File: config.mk
export PLATFORM = sky130hd
export DESIGN_NAME = cbrt_dispatch
export DESIGN_NICKNAME = d
export VERILOG_FILES = /design/src/rtl/cbrt_pkg.sv /design/src/rtl/cbrt_fifo.sv /design/src/rtl/cbrt_dispatch.sv
export SDC_FILE = /design/constraint.sdc
export NUM_CORES = 1
export LEC_CHECK = 0
export ABC_AREA = 1
export CORE_ASPECT_RATIO = 0.6
export CORE_MARGIN = 5
export CORE_UTILIZATION = 30
export DETAILED_ROUTE_END_ITERATION = 10
export GPL_ROUTABILITY_DRIVEN = 1
export SYNTH_ARGS = -nofsm -noshare
export SYNTH_HDL_FRONTEND = slang
export SYNTH_HIERARCHICAL = 1
export SYNTH_SLANG_ARGS = --single-unit
File: constraint.sdc
create_clock -name clk -period 2.3 [get_ports clk]
set_clock_uncertainty 0.15 [all_clocks]
set_input_delay 0.23 -clock clk [delete_from_list [all_inputs] [get_ports clk]]
set_output_delay 0.23 -clock clk [all_outputs]
set_load 0.05 [all_outputs]
File: src/rtl/cbrt_pkg.sv
// Shared definitions for the cube-root dispatcher: data widths, default job
// timeout and the dispatcher FSM state encoding.
package cbrt_pkg;

  localparam int XW          = 8;     // operand width
  localparam int RW          = 3;     // cube-root result width
  localparam int TIMEOUT_DEF = 2000;  // default max engine busy cycles per job

  typedef enum logic [1:0] {
    ST_IDLE,
    ST_ISSUE,
    ST_RUN,
    ST_OUT
  } state_e;

endpackage

File: src/rtl/cbrt_fifo.sv
// Operand buffer for the cube-root dispatcher.
// DEPTH entries of XW bits, first-in first-out, show-ahead read (dout_o is
// the current head whenever empty_o is low).
// Ports:
//   clk, rst  - clock, synchronous active-high reset (empties the buffer)
//   push_i    - write din_i this cycle
//   din_i     - operand to store
//   pop_i     - drop the head this cycle
//   dout_o    - head entry
//   full_o    - DEPTH entries held
//   empty_o   - no entries held
module cbrt_fifo
  import cbrt_pkg::*;
#(
  parameter int DEPTH = 4
) (
  input  logic          clk,
  input  logic          rst,
  input  logic          push_i,
  input  logic [XW-1:0] din_i,
  input  logic          pop_i,
  output logic [XW-1:0] dout_o,
  output logic          full_o,
  output logic          empty_o
);

  localparam int AW = $clog2(DEPTH);
  localparam int CW = AW + 1;

  logic [XW-1:0] mem_q [DEPTH];
  logic [AW-1:0] wr_ptr_q, rd_ptr_q;
  logic [CW-1:0] cnt_q;
  logic          do_push, do_pop;

  assign full_o  = (cnt_q == CW'(DEPTH));
  assign empty_o = (cnt_q == '0);
  assign dout_o  = mem_q[rd_ptr_q];

  // A push while full is still taken when the head leaves in the same cycle.
  assign do_pop  = pop_i && !empty_o;
  assign do_push = push_i && (!full_o || do_pop);

  always_ff @(posedge clk) begin
    if (rst) begin
      wr_ptr_q <= '0;
      rd_ptr_q <= '0;
      cnt_q    <= '0;
    end else begin
      if (do_push) wr_ptr_q <= wr_ptr_q + 1'b1;
      if (do_pop)  rd_ptr_q <= rd_ptr_q + 1'b1;
      case ({do_push, do_pop})
        2'b10:   cnt_q <= cnt_q + 1'b1;
        2'b01:   cnt_q <= cnt_q - 1'b1;
        default: cnt_q <= cnt_q;
      endcase
    end
  end

  // Storage needs no reset: entries are only read after being written.
  always_ff @(posedge clk) begin
    if (do_push) mem_q[wr_ptr_q] <= din_i;
  end

endmodule

File: src/rtl/cbrt_dispatch.sv
// Cube-root job dispatcher: buffers operands, issues them one at a time to an
// external cube-root engine, guards each job with a busy timeout and presents
// one result record per operand.
// Ports:
//   clk, rst                        - clock, synchronous active-high reset
//   in_valid/in_x/in_ready          - operand input handshake
//   eng_x/eng_start                 - engine operand and one-cycle start pulse
//   eng_busy/eng_result             - engine status and result
//   out_valid/out_x/out_result/
//   out_err/out_ready               - result record handshake
//
// state    | meaning
// ---------+---------------------------------------------------------
// ST_IDLE  | no job; pop FIFO head into job register when available
// ST_ISSUE | eng_start high for this single cycle, timeout counter cleared
// ST_RUN   | wait for engine to drop busy, or abort at TIMEOUT busy cycles
// ST_OUT   | record held on out_* until downstream takes it
module cbrt_dispatch
  import cbrt_pkg::*;
#(
  parameter int DEPTH   = 4,
  parameter int TIMEOUT = TIMEOUT_DEF
) (
  input  logic          clk,
  input  logic          rst,
  input  logic          in_valid,
  input  logic [XW-1:0] in_x,
  output logic          in_ready,
  output logic [XW-1:0] eng_x,
  output logic          eng_start,
  input  logic          eng_busy,
  input  logic [RW-1:0] eng_result,
  output logic          out_valid,
  output logic [XW-1:0] out_x,
  output logic [RW-1:0] out_result,
  output logic          out_err,
  input  logic          out_ready
);

  localparam int            CW       = $clog2(TIMEOUT + 1);
  localparam logic [CW-1:0] CNT_LAST = CW'(TIMEOUT - 1);

  state_e        state_q, state_d;
  logic [XW-1:0] job_q, job_d;
  logic [CW-1:0] cnt_q, cnt_d;
  logic [XW-1:0] out_x_q, out_x_d;
  logic [RW-1:0] out_res_q, out_res_d;
  logic          out_err_q, out_err_d;

  logic          fifo_pop, fifo_full, fifo_empty;
  logic [XW-1:0] fifo_dout;

  assign in_ready = !fifo_full;

  cbrt_fifo #(.DEPTH(DEPTH)) u_fifo (
    .clk     (clk),
    .rst     (rst),
    .push_i  (in_valid && in_ready),
    .din_i   (in_x),
    .pop_i   (fifo_pop),
    .dout_o  (fifo_dout),
    .full_o  (fifo_full),
    .empty_o (fifo_empty)
  );

  always_ff @(posedge clk) begin
    if (rst) begin
      state_q   <= ST_IDLE;
      job_q     <= '0;
      cnt_q     <= '0;
      out_x_q   <= '0;
      out_res_q <= '0;
      out_err_q <= 1'b0;
    end else begin
      state_q   <= state_d;
      job_q     <= job_d;
      cnt_q     <= cnt_d;
      out_x_q   <= out_x_d;
      out_res_q <= out_res_d;
      out_err_q <= out_err_d;
    end
  end

  always_comb begin
    state_d   = state_q;
    job_d     = job_q;
    cnt_d     = cnt_q;
    out_x_d   = out_x_q;
    out_res_d = out_res_q;
    out_err_d = out_err_q;
    fifo_pop  = 1'b0;
    case (state_q)
      ST_IDLE: begin
        if (!fifo_empty) begin
          fifo_pop = 1'b1;
          job_d    = fifo_dout;
          state_d  = ST_ISSUE;
        end
      end
      ST_ISSUE: begin
        cnt_d   = '0;
        state_d = ST_RUN;
      end
      ST_RUN: begin
        // A finished engine wins over a timeout expiring in the same cycle.
        if (!eng_busy) begin
          out_x_d   = job_q;
          out_res_d = eng_result;
          out_err_d = 1'b0;
          state_d   = ST_OUT;
        end else begin
          cnt_d = cnt_q + 1'b1;
          if (cnt_q == CNT_LAST) begin
            out_x_d   = job_q;
            out_res_d = '0;
            out_err_d = 1'b1;
            state_d   = ST_OUT;
          end
        end
      end
      ST_OUT: begin
        if (out_ready) state_d = ST_IDLE;
      end
      default: state_d = ST_IDLE;
    endcase
  end

  // job_q only reloads in IDLE, so eng_x stays stable from ISSUE through RUN.
  assign eng_x      = job_q;
  assign eng_start  = (state_q == ST_ISSUE);
  assign out_valid  = (state_q == ST_OUT);
  assign out_x      = out_x_q;
  assign out_result = out_res_q;
  assign out_err    = out_err_q;

endmodule

# Word-level counts from Yosys, hierarchy flattened
# Memories as Yosys holds them, arrays and structs flattened. A register that Yosys moved wholly into a read port is not among the register bits.
# Cells that the tools add are included.
[word_totals]
regBits = 32
latch_bits = 0
mem_bits_rw = 32
rom_bits = 0
input_bits = 16
output_inout_bits = 23
elab_cells = 59
memories = 1
[mem_list]
columns = ["memory", "depth", "word_bits", "rd", "rd_ports_with_merged_regs", "write_ports", "line_no", "rtl"]
rows = [
  ["u_fifo.mem_q", 4, 8, 1, 1, 1, "cbrt_fifo.sv:30", "logic [XW-1:0] mem_q [DEPTH];"],
]
[classes]
n_addsub = 5
n_mul = 0
n_div = 0
n_lt_le_gt_ge = 0
eq_ne = 12
n_shift = 0
mux = 18
bitwise_logic = 1
reduce_logical = 14
[op_table]
columns = ["op", "n"]
rows = [
  ["$pmux W11 S2", 1],
  ["$mux W8", 2],
  ["$add A11 B1 Y11 const B", 1],
  ["$eq A11 B11 Y1 const B", 1],
  ["$mux W11", 1],
  ["$mux W2", 4],
  ["$pmux W2 S4", 1],
  ["$eq A2 B2 Y1 const B", 3],
  ["$mux W1", 6],
  ["$mux W3", 2],
  ["$pmux W3 S2", 1],
  ["$reduce_and A2 Y1", 3],
  ["$add A2 B1 Y2 const B", 2],
  ["$eq A2 B1 Y1 const B", 2],
  ["$ne A2 B1 Y1 const B", 2],
  ["$ne A2 B2 Y1 const B", 2],
  ["$reduce_bool A2 Y1", 2],
  ["$add A3 B1 Y3 const B", 1],
  ["$eq A3 B3 Y1 const B", 1],
  ["$logic_and A1 B1 Y1", 3],
  ["$logic_not A3 Y1", 1],
  ["$ne A3 B3 Y1 const B", 1],
  ["$reduce_and A3 Y1", 1],
  ["$sub A3 B1 Y3 const B", 1],
  ["4 further kinds", 5],
]

# Logic depth before layout (Yosys ltp)
[logic_depth]
word_depth = 8
ltp_mapped = 16
mapped_depth_nobuf = 16

# Cells and area by module
# The synthesis kept the hierarchy.
[modules_own_cells]
columns = ["mod", "instances", "cells_per_inst", "area_each_um2", "seq_area_each_um2"]
rows = [
  ["cbrt_fifo", 1, 150, 1706.6, 1141.1],
  ["cbrt_dispatch", 1, 210, 1546.5, 660.6],
]

# Worst setup path after synthesis
# OpenSTA, ideal clock, no wires.
[synth_path]
path_type = "reg-to-reg"
start = "reg state_q[0]"
end = "reg u_fifo.cnt_q[2]"
setup_ps = 113
arrival_ps = 1928
t_required_ps = 2037
slack_ps = 109
path_stages_with_launch = 17
n_path_buf = 0
period_less_slack_ps = 2191
path_cell_list = "dfxtp_1 inv_1 ha_1 inv_1 nor2_1 inv_1 nand3_2 nand2_1 ha_1 inv_1 fa_1 inv_1 nand2_1 nand3_1 nand2_1 nand2_1 nor2_1"
[synth_between]
elab_chain_cells = 7
word_cells_on_any_way = 9
classes_between = "2 x eq/ne; 2 x mux; 5 x reduce/logical"
[synth_lines]
columns = ["item", "line_no", "rtl"]
rows = [
  ["from (decl)", "cbrt_dispatch.sv:43", "state_e state_q, state_d;"],
  ["from (signal assigned)", "cbrt_dispatch.sv:75", "state_q <= state_d;"],
  ["$logic_not A2 Y1 *", "cbrt_dispatch.sv:92", "case (state_q)"],
  ["$mux W1 *", "cbrt_dispatch.sv:92", ""],
  ["named net fifo_pop", "cbrt_dispatch.sv:50", "logic fifo_pop, fifo_full, fifo_empty;"],
  ["$logic_and A1 B1 Y1 *", "cbrt_fifo.sv:40", "assign do_pop = pop_i && !empty_o;"],
  ["$logic_or A1 B1 Y1", "cbrt_fifo.sv:41", "assign do_push = push_i && (!full_o || do_pop);"],
  ["$logic_and A1 B1 Y1", "cbrt_fifo.sv:41", ""],
  ["$eq A2 B1 Y1 or $eq A2 B2 Y1 (tied branches)", "cbrt_fifo.sv:51", "case ({do_push, do_pop})"],
  ["$pmux W3 S2 or $reduce_bool A2 Y1 (tied branches)", "-", ""],
  ["to (signal assigned)", "cbrt_fifo.sv:52", "2'b10: cnt_q <= cnt_q + 1'b1;"],
  ["to (signal assigned)", "cbrt_fifo.sv:53", "2'b01: cnt_q <= cnt_q - 1'b1;"],
  ["to (signal assigned)", "cbrt_fifo.sv:54", "default: cnt_q <= cnt_q;"],
  ["to (decl)", "cbrt_fifo.sv:32", "logic [CW-1:0] cnt_q;"],
]
# The timed path passes the listed nets; every way through them passes the cells marked *.
# A chain may end at the register's enable or synchronous reset.

# Worst setup path after layout
[layout_path]
start = "reg state_q[0]"
end = "out eng_start"
[layout_between]
elab_chain_cells = 1
[layout_lines]
columns = ["item", "line_no", "rtl"]
rows = [
  ["$eq A2 B1 Y1", "cbrt_dispatch.sv:130", "assign eng_start = (state_q == ST_ISSUE);"],
  ["to (decl)", "cbrt_dispatch.sv:30", "output logic eng_start,"],
]
# Every way passes these cells.

==> summary.md <==
| Metric | Value |
|---|---|
| CTS Buffer Depth | 2 |
| RR Endpoint | u_fifo/cnt_q[2] |
| Register-to-register path setup slack | 200 ps |
| Starting Density | 0.307 |
| Multi-input gate area in the final layout | ~0.0012 sq mm |
| Vias per cell | 4.46 |
| Critical path peak fanout | 3 |
| Crit Path Class | register to output port |
| Crit path depth | 3 |
| Flops & latches, synth | 74 |
| CTS root buf | clkbuf_16 |
| IO buf count | 38 |
| Largest area contributor in the netlist | edfxtp_1 |
| Nature of the critical path startpoint | register |
| Sw Ratio | 0.373 |
| Seq/Total Area, Yosys | 0.554 |
| Hold Path Class | input port to register |
| Clock sinks | 74 |
| Most common cell after layout, fill and taps aside | nor2_1 |
| Critical Path Start | state_q[0] |
| Die Area | 0.0131 sq mm |
| Die Y | 90.7 microns |
| PD cells | 1220 mW/mm^2 |
| Final RePlAce weighted congestion | 0.809 |
| Worst R2R Path Depth | 16 |
| Nets | 443 |
| Worst slew pin tran | ~600 ps |
| Cells after synthesis | 360 |
| Final Hold Viols | 0 |
| Htree depth | 3 |
| First-pass GRT wire length | 11900 microns |
| Largest net degree at the start of global routing | 21 |
| ANT cells | 0 |
| Clock power share | 0.285 |
| Final Worst Setup Slack | between 60 and 70 ps |
| Fmax | 448 MHz |
| Setup-failing EPs final | 0 |
| Worst-path clk slew | 60 ps |
| Slowest stage delay, CP | 830 ps |
| Mapped Avg Cell Area | 9.04 sq um |
| Detailed Route Iter0 Violations | 107 |
| Worst Setup EP | eng_start |
| Internal | around 3.2 mW |
| Post-synth top area share | 0.295 |
| Reg power frac | 0.347 |
| Vias post-DR | 2491 |
| Final worst path period need | between 2000 and 2500 ps |
| Dpl ws | 17.3 ps |
| DP HPWL | 5270 microns |
| Final Max Tran Viols | 0 |
| Relative max-transition margin | 0.605 |
| Hold Path Stages | 3 |
| CP cell instances | buf_4 > ha_1 > clkdlybuf4s50_1 |
| Synthesized area | 0.00325 sq mm |
| Worst path buffer plus inverter count | 2 |
| Layout cells sized above 1 | 0.131 |
| Critical path's top delay family | buffers and inverters |
| Number of global-route vias before repair | ~2400 |
| Critical Path RT | 1920 ps |
| Top post-synthesis cells by area | edfxtp_1 (30%), dfxtp_1 (26%), nor2_1 (6.3%) |
| Final WL | about 7000 microns |
| Die Wd | approximately 140 microns |
| CP max-delay cell | clkdlybuf4s50_1 |
| Drt drc | 0 |
| Clock latency on the worst-skew pair | 330 ps |
| CP arrival | ~1900 ps |
| Total gr overflow | 0 |
| Combinational power share | 0.367 |
| Lkg Pwr | between 1.5 and 2 nW |
| All-layer global routing usage | 0.115 |
| R2r startpoint | state_q[0] |
| # fillers | ~1000 |
| Syn. warnings | 6 |
| Peak supply drop | just under 0.5 mV |
| Max-cap violations | 0 |
| Mapped Nets | 388 |
| Total CTS buffers | 9 |
| CP Capture Type | output port |
| Core box area | 0.0106 sq mm |
| Status | complete, no violations |
| Period utilization | 0.970 |
| Register area | 0.00180 sq mm |
| DR WL/cell | about 13 microns |
| Pre-antenna DRT Iters | 5 |
| Sum Neg Setup Slack | 0 ps |
| Design Power | 5.09 mW |
| Net Sw Power | approximately 1.9 mW |
| Num rows | 29 |
| Post-route ant nets | 0 |
| CTS tree | done |
| Layout area overhead | 28.5% |
| Ports | 39 |
| Post-synthesis cell type count | 28 |
| Initial antenna violation count | 0 |
| Most frequent cells in the layout | nor2_1 (54), nand2_1 (48), inv_1 (47), dfxtp_1 (41), clkdlybuf4s50_1 (38) |
power by group through the flow:
stage | Clock [mW] | Sequential (mW) | Combinational [mW]
final | 1.45 | 1.77 | 1.87
after global routing | 1.55 | 1.80 | 2.08
after CTS | 1.49 | 1.77 | 1.81
after detailed placement | 0 | 1.80 | 1.80
after global placement | 0 | 1.79 | 1.78
after floorplan | 0 | 2.13 | 0.920
worst min-delay path by stage:
stage	startpoint	end	slack, ps
2_1_floorplan	rst	cnt_q[1]	150
3_3_place_gp	out_err	out_err	290
3_5_place_dp	out_err	out_err	290
4_1_cts	eng_result[0]	out_result[0]	290
5_1_grt	eng_result[0]	out_result[0]	310
6_report	eng_result[0]	out_result[0]	300
layer usage:
layer  vias to the layer above  routed length [microns]  track usage
li1                       1301                        -            -
met1                      1135                     3540        0.163
met2                        49                     3050        0.164
met3                         6                      387       0.0407
met4                         0                       72       0.0349
met5                         -                        0            0
metrics by stage:
step	instances	hold slack (ps)	instance area, sq um	util
2_1_floorplan	360	149	3250	-
3_3_place_gp	540	287	3830	0.361
3_5_place_dp	540	294	3830	0.361
4_1_cts	556	294	4140	0.391
5_1_grt	559	312	4180	0.394
6_report	559	304	4180	0.394
area by class of cell:
type	instances	share of cell area
tap	139	0.0416
timing repair buffer	51	0.114
clock inverter	5	0.0189
inverter	53	0.0476
sequential	74	0.431
multi-input combinational	226	0.290
clock buffer	11	0.0557
cell families (layout without fill, tap and decap cells):
logic type	after synthesis	after routing	share of synthesized area
adder cells (fa/ha/maj)	12	12	0.0485
AO/OA/AOI/OAI	72	72	0.119
buffers and inverters	60	120	0.0785
AND/OR/NAND/NOR	142	142	0.200
flip-flops	74	74	0.554
cells in the mapped netlist:
library cell  count
nor3_1            3
buf_1             2
nor2_4            2
clkbuf_1          1
nor3_4            1
nand3_2           1
inv_1            51
nand4_4           1
dfxtp_1          42
nand2_2           3
fa_1              1
nand3_1          18
buf_6             4
nand3b_1          1
o21ai_1           1
edfxtp_1         32
nor2_2            3
nand4_1           3
o22ai_1           8
nor2_1           55
a21oi_1          29
nand2_4           2
nand2_1          49
o21ai_0          29
ha_1             11
o21ai_2           3
inv_2             2
a22oi_1           2
state kept, by name (all words and copies together) (netlist names), 3 cells and up, named ones only:
| name | count |
|---|---|
| cnt_q | 11 |
| out_x | 8 |
| out_result | 3 |
| u_fifo/cnt_q | 3 |
| u_fifo/mem_q | 32 |
| eng_x | 8 |
what timing repair did:
action,CTS,global route
hold buffers,0,0
resized for setup,0,11
setup endpoints to repair,0,2
buffers inserted,0,3
tightest hold or removal path, stage by stage:
cell             delay [ps]
clkdlybuf4s50_1         390
nand2_1                  60
a21oi_1                  50
(Power assumes the default switching activity.)
==> edit 1 (config.mk and constraints unchanged) <==
Re-encode `state_e` (4 states) as one-hot, 4 bits wide.
--- a/src/rtl/cbrt_pkg.sv
+++ b/src/rtl/cbrt_pkg.sv
@@ -8,7 +8,7 @@
 
-  typedef enum logic [1:0] {
-    ST_IDLE,
-    ST_ISSUE,
-    ST_RUN,
-    ST_OUT
+  typedef enum logic [3:0] {
+    ST_IDLE  = 4'b0001,
+    ST_ISSUE = 4'b0010,
+    ST_RUN   = 4'b0100,
+    ST_OUT   = 4'b1000
   } state_e;
Formal check against the unedited RTL: no difference found for any inputs over 10 cycles, from zero or initial values and one cycle with rst high; not proved beyond that.
==> edit 1 against the original RTL <==
  * Design area increased by 1.3%
  * Routed wire length increased by 4.2%
  * Setup slack improved by 6.8 ps
  * Critical path depth increased by 12
  * Sequential cell count increased by 2
  * Utilization increased by 0.38 points
  * Fmax increased by 0.31%
  * Power decreased by 4.9%
  * Synthesized area increased by 0.88%
  * Largest power group is now sequential cells
==> edit 1: results (changes against the original RTL) <==
| Metric | Value |
|---|---|
| DPL Wire Length | `5208 µm (was 5275 µm)` |
| Main synth FF type | `dfxtp_1 (unchanged)` |
| DR pass1 iterations | `4 (was 5)` |
| WL per Instance | `12.95 µm (was 12.60 µm)` |
| Hold endpoint | `out_result[2]$_SDFFE_PP0P_ (was out_result[0]$_SDFFE_PP0P_)` |
| Slew headroom | `0.6525 (was 0.6049)` |
| Status | `completed (unchanged)` |
| Placed Cells | `550 (was 540)` |
| CP Capture Point | `u_fifo/cnt_q[2]$_SDFFE_PP0P_ (was eng_start)` |
| Sequential cell area fraction in the yosys report | `0.5612 (was 0.5538)` |
| Hold slack | `311.1 ps (was 304.0 ps)` |
| Layout fillers | `1,042 (was 1,048)` |
| Port bufs | `38 (unchanged)` |
| Pleak | `1.609 nW (was 1.593 nW)` |
| Final WL | `7341 µm (was 7044 µm)` |
| Syn_nets | `391 (was 388)` |
| First-pass GRT wire length | `12,230 µm (was 11,870 µm)` |
| Netlist cell types | `33 (was 28)` |
| Top Registers | `u_fifo/mem_q (32), cnt_q (11) (unchanged)` |
| Hold Path Origin | `out_result[2]$_SDFFE_PP0P_ (was eng_result[0])` |
| Critical Path Start | `state_q[2]$_SDFFE_PP0P_ (was state_q[0]$_SDFFE_PP0P_)` |
| CP arrival | `2300 ps (was 1850 ps)` |
| Worst R2R Path Depth | `15 (was 16)` |
| Initial DRC count | `166 (was 107)` |
| Vias in the first global route | `2,478 (was 2,412)` |
| Area post-placement | `3872 µm² (was 3826 µm²)` |
| Ys Warns | `6 (unchanged)` |
| Critical-path cell with the highest stage delay | `fa_2 (was clkdlybuf4s50_1)` |
| GRT Resource Usage Total | `0.1149 (was 0.1153)` |
| Worst Hold Class | `reg2reg (was in2reg)` |
| Synth top cells by count | `nand2_1 (78), nor2_1 (49), dfxtp_1 (44), inv_1 (40), edfxtp_1 (32) (was nor2_1 (55), inv_1 (51), nand2_1 (49), dfxtp_1 (42), edfxtp_1 (32))` |
| Sw Share | `0.3537 (was 0.3728)` |
| Peak VDD IR | `0.0006555 V (was 0.0004866 V)` |
| Synth area leaders | `edfxtp_1 (29%), dfxtp_1 (27%), nand2_1 (8.9%) (was edfxtp_1 (30%), dfxtp_1 (26%), nor2_1 (6.3%))` |
| Fmax | `0.4496 GHz (was 0.4483 GHz)` |
| Critical path's largest stage delay | `360 ps (was 830 ps)` |
| Fin area | `4234 µm² (was 4179 µm²)` |
| Final nets | `446 (was 443)` |
| Syn Inst Count | `368 (was 360)` |
| DR vias | `2,561 (was 2,491)` |
| Layout cells sized above 1 | `0.1519 (was 0.1310)` |
| Pre-CTS setup slack | `-33.98 ps (was 17.30 ps)` |
| Hold Path Stages | `2 (was 3)` |
| Reg2Reg Setup Slack | `80 ps (was 200 ps)` |
| Worst Path Max Fanout | `3 (unchanged)` |
| Largest net degree at the start of global routing | `31 (was 21)` |
| Placer congestion estimate | `0.7666 (was 0.8090)` |
## edit 1: cell type report
type                       instances  area share
timing repair buffer              53      0.1164
inverter                          43     0.04108
tap                              139     0.04108
clock buffer                      11     0.05999
multi-input combinational        240      0.2917
sequential                        76      0.4356
clock inverter                     5     0.01418
## edit 1: repair_timing
action,4_1_cts,5_1_grt
hold buffers,0,0
setup endpoints to repair,3,3
pin swaps,0,6
cloned,0,0
endpoints found under the hold margin,0,0
resized for setup,3,14
buffers inserted,0,1
## edit 1: per-layer routing
| metal | up-vias | global-route usage | part of all wire |
|---|---|---|---|
| li1 | 1315 | - | - |
| met1 | 1180 | 0.1631 | 0.51 |
| met2 | 58 | 0.1568 | 0.41 |
| met3 | 8 | 0.04975 | 0.067 |
| met4 | 0 | 0.03527 | 0.010 |
| met5 | - | 0 | 0 |
## edit 1: logic make-up (layout without fill, tap and decap cells)
group | count (synthesis) | in the layout | share of synthesized area
and+or+nand+nor | 173 | 173 | 0.2303
DFF | 76 | 76 | 0.5612
AOI/OAI and AO/OA | 59 | 59 | 0.1007
buffers and inverters | 52 | 112 | 0.07625
adders and majority gates | 7 | 7 | 0.02897
xor gates and xnor gates | 1 | 1 | 0.002669
## edit 1: critical path: cells and delay by family, from the launching register on
family	cells	cell delay (ps)
simple gates	9	880
flops	1	330
fa+ha+maj	2	490
buf+inv	4	250
## edit 1: power by group through the flow
stage                     clock (W)  sequential, W  combinational, W
after floorplan                   0        0.00200          0.000843
after global placement            0        0.00180           0.00149
after detailed placement          0        0.00181           0.00151
after CTS                   0.00150        0.00178           0.00153
after global routing        0.00155        0.00182           0.00178
final                       0.00146        0.00179           0.00159
==> edit 2 (same settings) <==
Made on the original files. `DEPTH` is set to 4 in 2 places; all go to 2.
--- a/src/rtl/cbrt_fifo.sv
+++ b/src/rtl/cbrt_fifo.sv
@@ -14,3 +14,3 @@
 #(
-  parameter int DEPTH = 4
+  parameter int DEPTH = 2
 ) (
--- a/src/rtl/cbrt_dispatch.sv
+++ b/src/rtl/cbrt_dispatch.sv
@@ -20,3 +20,3 @@
 #(
-  parameter int DEPTH   = 4,
+  parameter int DEPTH   = 2,
   parameter int TIMEOUT = TIMEOUT_DEF
Check against the original RTL: not equivalent (Yosys sat finds a counterexample within 4 cycles, from zero or initial values and one cycle with rst high).
==> edit 2 against the original RTL <==
  * Design area decreased by 26%
  * Routed wire length down 29%
  * First-iteration DRC count down 1.9%
  * Count of clock-buffer cells in the layout is 6 lower
  * Die area shrank 23%
  * Setup slack better by 60 ps
  * Critical endpoint unchanged
  * Sequential cell count fell by 20
  * Combinational power decreased by 20%
  * Largest power group unchanged
  * Fmax grew 2.8%
  * Largest cell class unchanged
  * Sequential power fell by 25%
  * Power fell by 30%
  * Worst hold slack improved by 6.7 ps
  * Highest routed layer unchanged
  * Synthesized area decreased by 25%
==> edit 2: results (changes against the original RTL) <==
| Metric | Value |
|---|---|
| Placer congestion estimate | `0.8379 (was 0.8090)` |
| Met3 usage | `0.02941 (was 0.04074)` |
| Worst Path Max Fanout | `4 (was 3)` |
| Layout fillers | `819 (was 1,048)` |
| Compound-gate portion of the synthesized area | `0.08671 (was 0.1188)` |
| Worst R2R Path Depth | `13 (was 16)` |
| Seq/total area | `0.4036 (was 0.4314)` |
| DPL Wire Length | `3857 µm (was 5275 µm)` |
| Clk sinks | `54 (was 74)` |
| Signal buf overhead | `0.1286 (was 0.1144)` |
| FP Rows | `25 (was 29)` |
| Syn_nets | `301 (was 388)` |
| Sequential power | `0.00133 W (was 0.00177 W)` |
| Synth Area in Adders | `0.03592 (was 0.04846)` |
| Peak VDD IR | `0.0004567 V (was 0.0004866 V)` |
| Netlist cell types | `25 (was 28)` |
| Area post-placement | `2925 µm² (was 3826 µm²)` |
| Met1 Use GR | `0.1485 (was 0.1632)` |
| Hold endpoint | `out_err$_SDFFE_PP0P_ (was out_result[0]$_SDFFE_PP0P_)` |
| Syn Inst Count | `278 (was 360)` |
| GRT Resource Usage Total | `0.1036 (was 0.1153)` |
| WL per Instance | `11.76 µm (was 12.60 µm)` |
| Multi-input logic portion of the cell area | `0.3287 (was 0.2904)` |
| Sequential cell area fraction in the yosys report | `0.5090 (was 0.5538)` |
| P_int | `0.002114 W (was 0.003190 W)` |
| Reg2Reg Setup Slack | `300 ps (was 200 ps)` |
| Top Registers | `u_fifo/mem_q (16), cnt_q (11) (was u_fifo/mem_q (32), cnt_q (11))` |
| Pleak | `1.153 nW (was 1.593 nW)` |
| Repair and plain buffers | `40 (was 51)` |
| Synth top cells by count | `nand2_1 (43), dfxtp_1 (38), inv_1 (33), nor2_1 (28), a21oi_1 (24) (was nor2_1 (55), inv_1 (51), nand2_1 (49), dfxtp_1 (42), edfxtp_1 (32))` |
| First-pass GRT wire length | `8355 µm (was 11,870 µm)` |
| CP arrival | `1790 ps (was 1850 ps)` |
| Vias in the first global route | `1,728 (was 2,412)` |
| Switch Pwr | `0.001458 W (was 0.001896 W)` |
| Worst Hold Class | `reg2reg (was in2reg)` |
| R2R Path End | `u_fifo/cnt_q[1]$_SDFFE_PP0P_ (was u_fifo/cnt_q[2]$_SDFFE_PP0P_)` |
| Slew headroom | `0.6486 (was 0.6049)` |
| Final nets | `342 (was 443)` |
| Synth area leaders | `dfxtp_1 (31%), edfxtp_1 (20%), nand2_1 (6.6%) (was edfxtp_1 (30%), dfxtp_1 (26%), nor2_1 (6.3%))` |
| Final clock-cell share | `0.04882 (was 0.07455)` |
| Placed Cells | `420 (was 540)` |
| Final WL | `5034 µm (was 7044 µm)` |
| Status | `completed (unchanged)` |
| Hold Path Origin | `out_err$_SDFFE_PP0P_ (was eng_result[0])` |
| Largest net degree at the start of global routing | `19 (was 21)` |
edit 2: how the worst max path moves through the flow:
stage	end	slack, ps	start
final	eng_start	130	state_q[1]$_SDFFE_PP0P_
after detailed placement	u_fifo/cnt_q[1]$_SDFFE_PP0P_	300	state_q[0]$_SDFFE_PP0P_
after floorplan	u_fifo/mem_q[0][0]$_DFFE_PP_	450	state_q[0]$_SDFFE_PP0P_
after global routing	eng_start	50	state_q[1]$_SDFFE_PP0P_
after CTS	eng_start	120	state_q[1]$_SDFFE_PP0P_
after global placement	u_fifo/cnt_q[1]$_SDFFE_PP0P_	420	in_valid
edit 2: layer usage:
layer  wire (µm)  part of all wire  up-vias
met5           0                 0        -
met4          57             0.011        0
met3         220             0.044        5
met2        2059              0.41       33
met1        2697              0.54      842
li1            -                 -      979
edit 2: through the flow:
step,hold slack (ps),util
CTS,313.2,0.3902
finish,310.7,0.3902
detailed placement,302.5,0.3711
global placement,292.8,0.3711
floorplan,149.1,-
global route,355.2,0.3902
